==> src/rtl/stage_sequencer.sv <==
// Multicycle stage sequencer: walks one instruction through FETCH/DECODE/EXECUTE/MEMORY/WRITEBACK,
// skipping stages the opcode does not use, handshaking with data memory under a timeout, and
// counting retired instructions.
module stage_sequencer #(
  parameter int unsigned CNT_W       = 32,
  parameter int unsigned MEM_TIMEOUT = 15
) (
  input  logic             clk,
  input  logic             reset,
  input  logic             start,
  input  logic             halt_req,
  input  logic [5:0]       opcode,
  input  logic             mem_ready,
  output logic             if_en,
  output logic             id_en,
  output logic             ex_en,
  output logic             mem_en,
  output logic             wb_en,
  output logic             mem_req,
  output logic             pc_we,
  output logic             instr_done,
  output logic             busy,
  output logic             illegal_op,
  output logic             mem_timeout,
  output logic [2:0]       state,
  output logic [CNT_W-1:0] instr_count
);

  // Wait counter only needs to reach MEM_TIMEOUT-1.
  localparam int unsigned     WaitW    = (MEM_TIMEOUT > 1) ? $clog2(MEM_TIMEOUT) : 1;
  localparam logic [WaitW-1:0] WaitLast = WaitW'(MEM_TIMEOUT - 1);

  localparam logic [5:0] OpR    = 6'h00;
  localparam logic [5:0] OpLw   = 6'h23;
  localparam logic [5:0] OpSw   = 6'h2B;
  localparam logic [5:0] OpBeq  = 6'h04;
  localparam logic [5:0] OpHalt = 6'h3F;

  typedef enum logic [2:0] {
    StIdle      = 3'd0,
    StFetch     = 3'd1,
    StDecode    = 3'd2,
    StExecute   = 3'd3,
    StMemory    = 3'd4,
    StWriteback = 3'd5,
    StHalt      = 3'd6,
    StError     = 3'd7
  } state_e;

  state_e           state_q, state_d;
  logic [5:0]       op_q, op_d;
  logic [WaitW-1:0] wait_cnt_q, wait_cnt_d;
  logic [CNT_W-1:0] count_q, count_d;
  logic             illegal_q, illegal_d;
  logic             timeout_q, timeout_d;
  logic             retire;

  // Next-state, retirement and sticky-flag logic.
  always_comb begin
    state_d    = state_q;
    op_d       = op_q;
    wait_cnt_d = wait_cnt_q;
    illegal_d  = illegal_q;
    timeout_d  = timeout_q;
    retire     = 1'b0;

    case (state_q)
      StIdle: begin
        if (start) state_d = StFetch;
      end
      StFetch: state_d = StDecode;
      StDecode: begin
        op_d = opcode;
        case (opcode)
          OpHalt:                  state_d = StHalt;
          OpR, OpLw, OpSw, OpBeq:  state_d = StExecute;
          default: begin
            state_d   = StError;
            illegal_d = 1'b1;
          end
        endcase
      end
      StExecute: begin
        case (op_q)
          OpLw, OpSw: begin
            state_d    = StMemory;
            wait_cnt_d = '0;
          end
          OpBeq:   retire  = 1'b1;
          default: state_d = StWriteback;
        endcase
      end
      StMemory: begin
        // A ready in the last allowed cycle takes priority over the timeout.
        if (mem_ready) begin
          if (op_q == OpLw) state_d = StWriteback;
          else              retire  = 1'b1;
        end else if (wait_cnt_q == WaitLast) begin
          state_d   = StError;
          timeout_d = 1'b1;
        end else begin
          wait_cnt_d = wait_cnt_q + 1'b1;
        end
      end
      StWriteback: retire = 1'b1;
      default: ;  // StHalt and StError are absorbing
    endcase

    if (retire) state_d = halt_req ? StIdle : StFetch;
  end

  // Retired-instruction counter saturates rather than wrapping.
  always_comb begin
    count_d = count_q;
    if (retire && (count_q != '1)) count_d = count_q + 1'b1;
  end

  // State and datapath registers.
  always_ff @(posedge clk or negedge reset) begin
    if (!reset) begin
      state_q    <= StIdle;
      op_q       <= '0;
      wait_cnt_q <= '0;
      count_q    <= '0;
      illegal_q  <= 1'b0;
      timeout_q  <= 1'b0;
    end else begin
      state_q    <= state_d;
      op_q       <= op_d;
      wait_cnt_q <= wait_cnt_d;
      count_q    <= count_d;
      illegal_q  <= illegal_d;
      timeout_q  <= timeout_d;
    end
  end

  // Moore stage enables decoded from the current state.
  always_comb begin
    if_en   = (state_q == StFetch);
    id_en   = (state_q == StDecode);
    ex_en   = (state_q == StExecute);
    mem_en  = (state_q == StMemory);
    wb_en   = (state_q == StWriteback);
    mem_req = (state_q == StMemory);
    busy    = !((state_q == StIdle) || (state_q == StHalt) || (state_q == StError));
  end

  assign pc_we       = retire;
  assign instr_done  = retire;
  assign illegal_op  = illegal_q;
  assign mem_timeout = timeout_q;
  assign state       = state_q;
  assign instr_count = count_q;

endmodule

==> config.mk <==
export PLATFORM = sky130hd
export DESIGN_NAME = stage_sequencer
export DESIGN_NICKNAME = d
export VERILOG_FILES = /design/src/rtl/stage_sequencer.sv
export SDC_FILE = /design/constraint.sdc
export NUM_CORES = 1
export LEC_CHECK = 0
export ABC_AREA = 0
export CELL_PAD_IN_SITES_DETAIL_PLACEMENT = 2
export CELL_PAD_IN_SITES_GLOBAL_PLACEMENT = 2
export CORE_MARGIN = 5
export CORE_UTILIZATION = 32
export CTS_BUF_LIST = sky130_fd_sc_hd__clkbuf_4 sky130_fd_sc_hd__clkbuf_8
export CTS_CLUSTER_SIZE = 12
export DETAILED_ROUTE_END_ITERATION = 8
export PLACE_DENSITY_LB_ADDON = 0.1
export SETUP_SLACK_MARGIN = 0.15
export SLEW_MARGIN = 10
export SYNTH_ARGS = -nofsm -noshare
export SYNTH_HDL_FRONTEND = slang
export SYNTH_SLANG_ARGS = --single-unit
==> constraint.sdc <==
create_clock -name clk -period 2.5 [get_ports clk]
set_input_delay 0.25 -clock clk [delete_from_list [all_inputs] [get_ports clk]]
set_output_delay 0.25 -clock clk [all_outputs]
set_load 0.02 [all_outputs]
==> flow_metrics.tcl <==
set metrics [dict create \
    status "complete, no violations" \
    syn_area_per_cell_um2 10.2 \
    crit_start "state[1]$_DFFE_PN0P_" \
    post_route_cells_drive_above_1_share_pct 11.8 \
    synth_compound_area_share_pct 7.76 \
    cpPeakStageDelay_ps 620 \
    synth_mux_area_share_pct 3.72 \
    start_kind "flop" \
    rsz0062_at_grt "false" \
    viasPerCell 4.97 \
    crit_type "reg2out" \
    hold_class "in2async" \
    place_hpwl_um 5190 \
    vias 2009 \
    cp-endpoint "mem_req" \
    mostFrequentLayoutCells "clkdlybuf4s50_1, dfrtp_1, nor2_1" \
    max_slew.worst_pin.slew_ps 372 \
    tritoncts.num_buffers 5 \
    antenna_left 0 \
    synthCells 235 \
    worst_slack_ps 287 \
    gp_congestion 0.767 \
    grt_first_pass_wirelength_um 11500 \
    synth_fp_nets 249 \
    antenna_found_initial 0 \
    first_pass_iters 4 \
    layout_commonest_cell "clkdlybuf4s50_1" \
    yosys_warnings 0 \
    path_depth 4 \
    cts_htree_levels 2 \
    grt_max_degree 48 \
    synth_edf_count 0 \
    die_width_um 96.4 \
    setup_tns_ps 0 \
    cts_sinks 47 \
    power.leakage_nw 1.32 \
    power_density_nw_per_um2 856 \
    synth_area_um2 2390 \
    placed_area_um2 3140 \
    synth_top_family_by_area "simple AND/OR/NAND/NOR gates" \
    num-fill-cells 792 \
    r2r-start "instr_count[7]$_DFFE_PN0P_" \
    finalSetupViolations 0 \
    multi_input_area_um2 1160 \
    r2r_slack_ps 330 \
    postCtsSetupBuffers 0 \
    synth-simple-area-share_pct 24.8 \
    max_freq_mhz 452 \
    ys_async_sr_fraction_pct 100 \
    worstPathArrival_ps 1960 \
    start_util_pct 32.9 \
    io_buffers 56 \
    antenna_cells 0 \
    cap_violations 0 \
    clk_pin_slew_worst_paths_ps 80 \
    rows 31 \
    p_total_mw 2.77 \
    synthFlopType "dfrtp_1" \
    place_ws_ps 298 \
    worstSetupEndpointType "output port" \
    hold_violations 0 \
    nNetsFinal 319 \
    dp_cells 396 \
    fin_util_pct 44.7 \
    required_ps 2250 \
    die_area_um2 9290 \
    clk_latency_ps 290 \
    r2r_end "instr_count[25]$_DFFE_PN0P_" \
    avgRoutedWirePerCell_um 16.7 \
    grt_pass1_vias 2254 \
    drtIter0Drc 17 \
    ff_latch_area_um2 1180 \
    slowest_stage "clkdlybuf4s50_1" \
    path_buf_inv 2 \
    boundaryPins 57 \
    wl_um 6750 \
    fin_skew_ps 4.22 \
    fin_hold_ws_ps 460 \
    finalCriticalPeriod_ps 2210 \
    ys_ff_latch 47 \
    post-route-period-util_pct 88.5 \
    final_max_slew_viol_count 0 \
    synthDistinctLibCells 47 \
    clock_path_buffers 2 \
    core_area_um2 7250 \
    dieHeight_um 96.4 \
    synth_xor_area_share_pct 10.3 \
    peakVddDrop_mv 0.401 \
    yosysSeqAreaShare_pct 49.3 \
    worstPathCellList "nand2b_1 > nand2b_1 > inv_1 > clkdlybuf4s50_1" \
    grt_overflow 0 \
    stdcell_area_um2 3240 \
    critPathMaxFanout 7 \
    cts_tree "yes" \
    area_growth_pct 35.7 \
    synthAdderAreaFrac_pct 1.57 \
    instances_no_fill 404 \
    crit_top_cell "nand2b_1" \
    slew_headroom_pct 75.0 \
    r2r_cells 6 \
    drc 0 \
    grt_use_total_pct 15.9 \
    cts_root_buf "clkbuf_8" \
    path_delay_family "buffers and inverters" \
]
-- worst reg2reg max path: stages (launching register included) --
cell and delay, ps:
dfrtp_1 440, nand4_2 150, or4_4 600, a311o_1 410
nand2b_4 200, nor2_1 130, xor2_1 170
-- cells by family after synthesis --
family / Yosys count
AO/OA/AOI/OAI: 28
AND/OR/NAND/NOR: 107
multiplexers: 8
XOR/XNOR: 28
buffers and inverters: 14
adder cells (fa/ha/maj): 3
flip-flops: 47
-- worst min-delay path by stage --
stage	slack (ps)	end	start
floorplan	-50	illegal_op$_DFFE_PN0P_	reset
global placement	260	op_q[1]$_DFFE_PN0P_	reset
detailed placement	260	op_q[5]$_DFFE_PN0P_	reset
CTS	470	op_q[5]$_DFFE_PN0P_	reset
global route	470	op_q[5]$_DFFE_PN0P_	reset
finish	460	op_q[5]$_DFFE_PN0P_	reset
-- Yosys cell counts (all sizes together) (3+ instances only) --
library cell	number	area (um^2)
and3	6	37.5
xor2	13	114
a21oi	6	30.0
o21a	3	22.5
ha	3	37.5
o31a	3	26.3
xnor2	15	131
nor3	9	45.0
and4	5	43.8
o21ai	7	35.0
nand2	20	75.1
nand3	16	80.1
nand4	7	50.1
buf	3	20.0
inv	7	26.3
dfrtp	47	1180
nand2b	4	32.5
mux2	7	78.8
nor2	21	78.8
clkbuf	3	11.3
nor4	5	43.8
-- power by group --
part	total (mW)	switching, mW	internal (mW)
Sequential	1.14	0.209	0.926
Combinational	1.18	0.625	0.551
Clock	0.463	0.246	0.217
Total	2.77	1.08	1.69
-- registers in the layout (all words and copies together) (netlist names) --
signal       flops
instr_count     32
illegal_op       1
op_q             6
state            3
mem_timeout      1
wait_cnt_q       4
-- final cells by class --
class / instances / area share, %
Sequential cell: 47 / 36.3
Clock inverter: 1 / 0.154
Inverter: 8 / 0.927
Clock buffer: 6 / 2.55
Tap cell: 99 / 3.82
Timing Repair Buffer: 69 / 20.5
Multi-Input combinational cell: 174 / 35.7
-- layer usage --
metal  share of wire, %  vias to the layer above  GRT usage, %
li1                   -                      968             -
met1                 46                     1000          20.4
met2                 49                       36          27.3
met3                3.9                        5          3.02
met4                1.2                        0          4.56
met5                  0                        -             0
-- timing repair --
| item | CTS | global route |
|---|---|---|
| resized for setup | 2 | 2 |
| endpoints found under the hold margin | 47 | 0 |
| setup endpoints to repair | 2 | 3 |
| hold buffers | 1 | 0 |
(Power assumes the default switching activity.)
